===== src/rtl/isp_oecf_pkg.sv =====
// rtl/isp_oecf_pkg.sv - shared FSM state, table-select constants and command entry type for the OECF LUT controller
package isp_oecf_pkg;

    // Entry fields are sized for the widest supported LUT; narrower builds zero-extend.
    localparam int OECF_MAX_BITS = 16;

    localparam logic [1:0] TBL_R  = 2'd0;
    localparam logic [1:0] TBL_GR = 2'd1;
    localparam logic [1:0] TBL_GB = 2'd2;
    localparam logic [1:0] TBL_B  = 2'd3;

    typedef enum logic [2:0] {
        ST_IDLE,
        ST_GATE,
        ST_WRITE,
        ST_READ,
        ST_CAPTURE,
        ST_RESP
    } oecf_state_t;

    typedef struct packed {
        logic                     write;
        logic [1:0]               sel;
        logic [OECF_MAX_BITS-1:0] addr;
        logic [OECF_MAX_BITS-1:0] wdata;
    } oecf_cmd_t;

    function automatic logic [3:0] sel_onehot(input logic [1:0] sel);
        case (sel)
            TBL_R:   return 4'b0001;
            TBL_GR:  return 4'b0010;
            TBL_GB:  return 4'b0100;
            TBL_B:   return 4'b1000;
            default: return 4'b0000;
        endcase
    endfunction

endpackage


===== src/rtl/isp_oecf_cmd_fifo.sv =====
// rtl/isp_oecf_cmd_fifo.sv - synchronous command FIFO with full/empty flags
module isp_oecf_cmd_fifo
    import isp_oecf_pkg::*;
#(
    parameter int DEPTH = 4
) (
    input  logic      pclk,
    input  logic      rst,
    input  logic      i_push,
    input  oecf_cmd_t i_data,
    input  logic      i_pop,
    output oecf_cmd_t o_data,
    output logic      o_full,
    output logic      o_empty
);
    localparam int AW = $clog2(DEPTH);
    localparam logic [AW-1:0] PTR_ONE   = 1;
    localparam logic [AW:0]   CNT_ONE   = 1;
    localparam logic [AW:0]   CNT_DEPTH = DEPTH;

    oecf_cmd_t     r_mem [DEPTH];
    logic [AW-1:0] r_wptr;
    logic [AW-1:0] r_rptr;
    logic [AW:0]   r_count;
    logic          w_push;
    logic          w_pop;

    // A full FIFO never accepts, even when a pop frees a slot in the same cycle.
    assign w_push  = i_push && !o_full;
    assign w_pop   = i_pop && !o_empty;
    assign o_full  = (r_count == CNT_DEPTH);
    assign o_empty = (r_count == '0);
    assign o_data  = r_mem[r_rptr];

    always_ff @(posedge pclk) begin
        if (w_push) begin
            r_mem[r_wptr] <= i_data;
        end
    end

    always_ff @(posedge pclk) begin
        if (rst) begin
            r_wptr  <= '0;
            r_rptr  <= '0;
            r_count <= '0;
        end else begin
            if (w_push) begin
                r_wptr <= r_wptr + PTR_ONE;
            end
            if (w_pop) begin
                r_rptr <= r_rptr + PTR_ONE;
            end
            case ({w_push, w_pop})
                2'b10:   r_count <= r_count + CNT_ONE;
                2'b01:   r_count <= r_count - CNT_ONE;
                default: r_count <= r_count;
            endcase
        end
    end

endmodule


===== src/rtl/isp_oecf_lut_ctrl.sv =====
// rtl/isp_oecf_lut_ctrl.sv - OECF LUT host access sequencer; write gating to vsync blanking under ISP_OECF_LUT_CTRL_VSYNC_GATE_EN
module isp_oecf_lut_ctrl
    import isp_oecf_pkg::*;
#(
    parameter int BITS  = 8,
    parameter int DEPTH = 4
) (
    input  logic              pclk,
    input  logic              rst,
    input  logic              in_vsync,
    input  logic              cmd_valid,
    output logic              cmd_ready,
    input  logic              cmd_write,
    input  logic [1:0]        cmd_sel,
    input  logic [BITS-1:0]   cmd_addr,
    input  logic [BITS-1:0]   cmd_wdata,
    output logic              rsp_valid,
    input  logic              rsp_ready,
    output logic [BITS-1:0]   rsp_rdata,
    output logic [3:0]        tbl_wen,
    output logic [3:0]        tbl_ren,
    output logic [BITS-1:0]   tbl_addr,
    output logic [BITS-1:0]   tbl_wdata,
    input  logic [4*BITS-1:0] tbl_rdata,
    output logic              busy
);
    oecf_state_t     r_state;
    oecf_state_t     w_next;
    oecf_cmd_t       r_cmd;
    logic [BITS-1:0] r_rdata;
    oecf_cmd_t       w_push_data;
    oecf_cmd_t       w_head;
    logic            w_push;
    logic            w_pop;
    logic            w_full;
    logic            w_empty;
    logic            w_gate_hold;

`ifdef ISP_OECF_LUT_CTRL_VSYNC_GATE_EN
    assign w_gate_hold = !in_vsync;
`else
    logic w_unused_vsync;
    assign w_gate_hold    = 1'b0;
    assign w_unused_vsync = in_vsync;
`endif

    assign cmd_ready   = !w_full && !rst;
    assign w_push      = cmd_valid && cmd_ready;
    assign w_push_data = '{write: cmd_write, sel: cmd_sel,
                           addr: OECF_MAX_BITS'(cmd_addr), wdata: OECF_MAX_BITS'(cmd_wdata)};

    isp_oecf_cmd_fifo #(.DEPTH(DEPTH)) u_cmd_fifo (
        .pclk    (pclk),
        .rst     (rst),
        .i_push  (w_push),
        .i_data  (w_push_data),
        .i_pop   (w_pop),
        .o_data  (w_head),
        .o_full  (w_full),
        .o_empty (w_empty)
    );

    always_ff @(posedge pclk) begin
        if (rst) begin
            r_state <= ST_IDLE;
        end else begin
            r_state <= w_next;
        end
    end

    always_comb begin
        w_next = r_state;
        case (r_state)
            ST_IDLE: begin
                if (!w_empty) begin
                    if (!w_head.write) begin
                        w_next = ST_READ;
                    end else if (w_gate_hold) begin
                        w_next = ST_GATE;
                    end else begin
                        w_next = ST_WRITE;
                    end
                end
            end
`ifdef ISP_OECF_LUT_CTRL_VSYNC_GATE_EN
            ST_GATE:    if (in_vsync) w_next = ST_WRITE;
`endif
            ST_WRITE:   w_next = ST_IDLE;
            ST_READ:    w_next = ST_CAPTURE;
            ST_CAPTURE: w_next = ST_RESP;
            ST_RESP:    if (rsp_ready) w_next = ST_IDLE;
            default:    w_next = ST_IDLE;
        endcase
    end

    always_comb begin
        w_pop     = 1'b0;
        tbl_wen   = 4'b0000;
        tbl_ren   = 4'b0000;
        rsp_valid = 1'b0;
        case (r_state)
            ST_IDLE:  w_pop     = !w_empty;
            ST_WRITE: tbl_wen   = sel_onehot(r_cmd.sel);
            ST_READ:  tbl_ren   = sel_onehot(r_cmd.sel);
            ST_RESP:  rsp_valid = 1'b1;
            default:  ;
        endcase
    end

    // The popped entry is held until the next pop, so the table bus keeps its last values when idle.
    always_ff @(posedge pclk) begin
        if (rst) begin
            r_cmd   <= '0;
            r_rdata <= '0;
        end else begin
            if (w_pop) begin
                r_cmd <= w_head;
            end
            if (r_state == ST_CAPTURE) begin
                r_rdata <= tbl_rdata[int'(r_cmd.sel) * BITS +: BITS];
            end
        end
    end

    assign tbl_addr  = BITS'(r_cmd.addr);
    assign tbl_wdata = BITS'(r_cmd.wdata);
    assign rsp_rdata = r_rdata;
    assign busy      = !w_empty || (r_state != ST_IDLE);

endmodule


===== config.mk =====
export PLATFORM = sky130hd
export DESIGN_NAME = isp_oecf_lut_ctrl
export DESIGN_NICKNAME = d
export VERILOG_FILES = /design/src/rtl/isp_oecf_pkg.sv /design/src/rtl/isp_oecf_cmd_fifo.sv /design/src/rtl/isp_oecf_lut_ctrl.sv
export SDC_FILE = /design/constraint.sdc
export NUM_CORES = 1
export LEC_CHECK = 0
export BUFFER_PORTS_ARGS = -buffer_cell sky130_fd_sc_hd__buf_2
export CAP_MARGIN = 40
export CORE_UTILIZATION = 50
export CTS_CLUSTER_DIAMETER = 30
export CTS_CLUSTER_SIZE = 14
export DETAILED_ROUTE_END_ITERATION = 12
export PLACE_DENSITY = 0.71
export SLEW_MARGIN = 15
export SYNTH_ARGS = -nofsm -noshare
export SYNTH_HDL_FRONTEND = slang
export SYNTH_SLANG_ARGS = --single-unit

===== constraint.sdc =====
create_clock -name pclk -period 3.9 [get_ports pclk]
set_input_delay 1.17 -clock pclk [delete_from_list [all_inputs] [get_ports pclk]]
set_output_delay 1.17 -clock pclk [all_outputs]
set_load 0.01 [all_outputs]

# Word-level counts from Yosys, hierarchy flattened
# Memory sizes are Yosys's and may differ from the RTL's. A register that Yosys moved wholly into a read port is not among the register bits.
# Index checks and enable logic that the tools add are counted.
# totals
mem_count,1
reg_bits,36
output_inout_bits,35
input_bits,56
ram_bits,76
elab_cells,54
# mem_list
name,words,word_bits,rd,rd_clocked_by_memory_dff,wr,line,text
u_cmd_fifo.r_mem,4,19,1,1,1,isp_oecf_cmd_fifo.sv:21,oecf_cmd_t r_mem [DEPTH];
# op_classes
n_reduce_logical,14
eq_ne,12
n_addsub,4
mux,14
shifts,1
# ops
cell,count
32-bit by 6-bit variable part select with 8-bit output,1
4-bit case mux with 4 select lines,1
3-bit case mux with 4 select lines,1
3-bit == test (second input constant),3
4-bit two-way mux,2
2-bit == test (second input constant),3
3-bit by 2-bit == test with 1-bit output (second input constant),2
3-bit zero test,2
3-bit two-way mux,2
3-bit case mux with 2 select lines,1
1-bit two-way mux,5
2-bit by 1-bit adder with 2-bit output (second input constant),2
2-bit by 1-bit == test with 1-bit output (second input constant),2
1-bit logical AND,4
2-bit two-way mux,2
2-bit inequality test (second input constant),2
3-bit by 1-bit adder with 3-bit output (second input constant),1
1-bit zero test,3
3-bit nonzero test,1
3-bit by 1-bit subtractor with 3-bit output (second input constant),1
2-bit zero test,1
2-bit AND reduction,1
2-bit nonzero test,1
1-bit logical OR,1

# Longest topological paths before layout
# logic_depth
ltp_word,7
depth_mapped,9
mapped_depth_nobuf,9

# By module
# From an unflattened synthesis, not the netlist that was laid out.
# hier_totals
hier_cells,412
area_unflattened_um2,7119.3
# modules_own_cells
mod,seq_area_each_um2,n_inst,cells_each,area_each_um2
isp_oecf_cmd_fifo,4384.2,1,237,5587.9
isp_oecf_lut_ctrl,580.6,1,175,1531.5

# Worst setup path before layout
# Ideal clock, no wire load.
# synth_timing
path_kind,input-to-output
from,input rst
to,output cmd_ready
setup_slack_ns,0.875
path_stages,3
arrival_ns,1.855
cell_sequence,clkbuf_1 -> clkbuf_1 -> nor2_1
# synth_between
elab_chain_cells,2
# synth_rtl
item,line,text
from (decl),isp_oecf_lut_ctrl.sv:9,"input logic rst,"
1-bit zero test,isp_oecf_lut_ctrl.sv:47,assign cmd_ready = !w_full && !rst;
1-bit logical AND,isp_oecf_lut_ctrl.sv:47,
to (decl),isp_oecf_lut_ctrl.sv:12,"output logic cmd_ready,"
# No other way between the ends.

# Worst setup path in the final report
# layout_timing
from,register r_state[1]
to,output tbl_wen[0]
# layout_between
elab_chain_cells,2
# layout_rtl
item,line,text
from (decl),isp_oecf_lut_ctrl.sv:27,oecf_state_t r_state;
from (signal assigned),isp_oecf_lut_ctrl.sv:67,r_state <= w_next;
3-bit by 2-bit == test with 1-bit output,isp_oecf_lut_ctrl.sv:101,case (r_state)
4-bit two-way mux,isp_oecf_lut_ctrl.sv:101,
to (decl),isp_oecf_lut_ctrl.sv:20,"output logic [3:0] tbl_wen,"
# No other way between the ends.

==> metrics <==
Hold Buf Count CTS=0; clk_lat worst skew=0.51 ns; vias in the first global route=2927; Unique masters post-synth=34; CP peak stage delay=approximately 0.52 ns; cell count after synthesis=324; hold wc startpoint=rsp_rdata[3]$_SDFFE_PP0N_; syn_nets=a little under 400; Setup crit start kind=register; required time of the critical path=roughly 2.7 ns; Synth area leader=edfxtp_1; Final GP Congestion=0.688; clk_skew=0.00624 ns; Synth top cells by count=edfxtp_1 (76), dfxtp_1 (38), a21oi_1 (32); most common cell in the synthesized netlist=edfxtp_1; Detailed Route Iter0 Violations=129; first-pass GRT wire length=14300 µm; power per cell area=716 nW/µm²; main flop type after synthesis=edfxtp_1; critical path, cell by cell=or3b_2 -> nor3_1 -> buf_2; Ant. Diodes=0; Synth top area share=between 40% and 50%; register bit total from synthesis=~110; worst-path fanout max=8; CTS root buf=clkbuf_8; reg2reg path depth=8; max-slew violation count=0; top cell family by delay on the critical path=simple AND/OR/NAND/NOR gates; maxcap violations=0; Arr. time, crit path=1.77 ns; core area=9200 µm²; Hold Path Class=register to register; share of cells above drive strength 1=39.5%; reg2reg setup slack=1.41 ns; Ports=91; worst rel slew slack=47.4%; HPWL after DPL=between 5000 and 6000 µm; largest net degree at the start of global routing=28; synth top area cells=edfxtp_1 (48%), dfxtp_1 (16%), mux4_2 (12%); Remaining DRCs=0; WL/cell=around 17 µm; Post-CTS Setup Repair Bufs=0; die height=slightly below 100 µm; Die ar.=between 9000 and 10000 µm²; Max Freq=340 MHz; IO buf count=89; # nets final=467; DR vias/cell=5.50; CTS buffer count=17; RSZ-0062 raised after global routing=false; kind of critical path=register to output port; post-synthesis sequential area ratio=64.5%; Cell Rows=35; Overall Global Routing Usage=19.8%; RR Endpoint=u_cmd_fifo.r_count[2]$_SDFFE_PP0P_; hold depth=2; Post-synth ARST share=0%; Worst VDD drop=0.000390 V; capturing element type of the critical path=output port; worst path bufs/invs=1; Die Width=99.1 µm; final setup vio count=0; Pleak=around 0.0021 µW; TritonRoute pass-1 iters=4; Starting Density=51.3%; antenna-violating nets left=0; setup TNS=0 ns; Final period util=75.5%; global route overflow=0; CTS tree=done; htree depth=4; Synth Warn #=0; Hold Path Sink=rsp_rdata[3]$_SDFFE_PP0N_; minimum clock period=a little under 3 ns; Pwr Total=4110 µW; Worst path slowest cell=or3b_2; buffer depth of the longest clock path=2; CTS sink count=114; syn avg cell area=roughly 15 µm²; Routed WL=9130 µm; initial antenna violation count=0; worst slew pin tran=0.789 ns; status=complete, no violations; Vias=2908; Post-synth EDFFs=76; clk slew on worst S/H paths=around 0.060 ns; post-synthesis instance area=4720 µm²; Synth-to-Final Area Change=21.7%; Critical R2R Launch=r_state[0]$_SDFFE_PP0P_; Final Hold Vio Count=0; Resized cells post-CTS=0
## metal layers
metal / share of wire [%] / vias to the layer above / track usage, %
met5: 0 / - / 0
met1: 40 / 1405 / 21.5
met3: 6.8 / 10 / 5.62
met2: 52 / 124 / 36.0
li1: - / 1369 / -
met4: 1.4 / 0 / 8.71
## placed cells by master, fill, tap and decap left out, drive strengths merged, types with 7 or more instances in the layout
master   n
buf     99
edfxtp  76
dfxtp   38
a21oi   32
mux4    27
o21ai   20
clkbuf  20
nand2   19
nand3   18
nor2    13
inv      7
## through the flow
stage	cells	hold slack [ns]	area [µm²]	worst slack, ns	util [%]
after global routing	529	0.467	5740	0.772	62.4
final	529	0.451	5740	0.957	62.4
after detailed placement	497	0.444	5160	0.949	56.1
after floorplan	324	0.454	4720	0.875	-
after global placement	496	0.443	5140	1.02	55.9
after CTS	529	0.452	5740	0.931	62.4
## report_power, final
group	switching (µW)	internal, µW	total (µW)
Combinational	596	465	1060
Clock	519	940	1460
Sequential	131	1460	1590
Total	1250	2860	4110
## layout make-up
class,count,area [µm²]
sequential,114,3040
fill,676,3460
clock inverter,12,134
multi-input combinational,166,1420
clock buffer,20,445
timing repair buffer,99,528
tap,111,139
inverter,7,26.3
## worst max path at each step
stage | from | end | slack, ns | depth (start not counted)
6_report | r_state[1]$_SDFFE_PP0P_ | tbl_wen[0] | 0.96 | 3
5_1_grt | u_cmd_fifo.r_count[0]$_SDFFE_PP0P_ | busy | 0.77 | 3
3_3_place_gp | rst | u_cmd_fifo.r_count[2]$_SDFFE_PP0P_ | 1.02 | 9
4_1_cts | r_state[1]$_SDFFE_PP0P_ | tbl_wen[0] | 0.93 | 3
3_5_place_dp | rst | u_cmd_fifo.r_count[2]$_SDFFE_PP0P_ | 0.95 | 9
2_1_floorplan | rst | cmd_ready | 0.87 | 3
## worst register-to-register path, cell delays in order (launching register included)
cell	delay, ns
dfxtp_1	0.38
or3_4	0.52
nor2_1	0.23
ha_1	0.23
inv_1	0.07
fa_1	0.38
xor2_1	0.18
or3_1	0.30
a21oi_1	0.14
## cells by family after synthesis
kind of cell / count (synthesis) / synth area share, %
fa+ha+maj: 6 / 1.75
mux: 29 / 13.5
buf+inv: 44 / 5.55
compound gates: 55 / 6.21
simple gates: 74 / 8.09
flops: 114 / 64.5
xor+xnor: 2 / 0.372
## sequential cells by signal (all words and copies together), names as in the netlist, named ones only
| signal | count |
|---|---|
| tbl_addr | 8 |
| r_state | 3 |
| u_cmd_fifo.r_wptr | 2 |
| tbl_wdata | 8 |
| u_cmd_fifo.r_mem | 76 |
| r_cmd | 2 |
| u_cmd_fifo.r_count | 3 |
| u_cmd_fifo.r_rptr | 2 |
| rsp_rdata | 8 |
(Power assumes the default switching activity.)
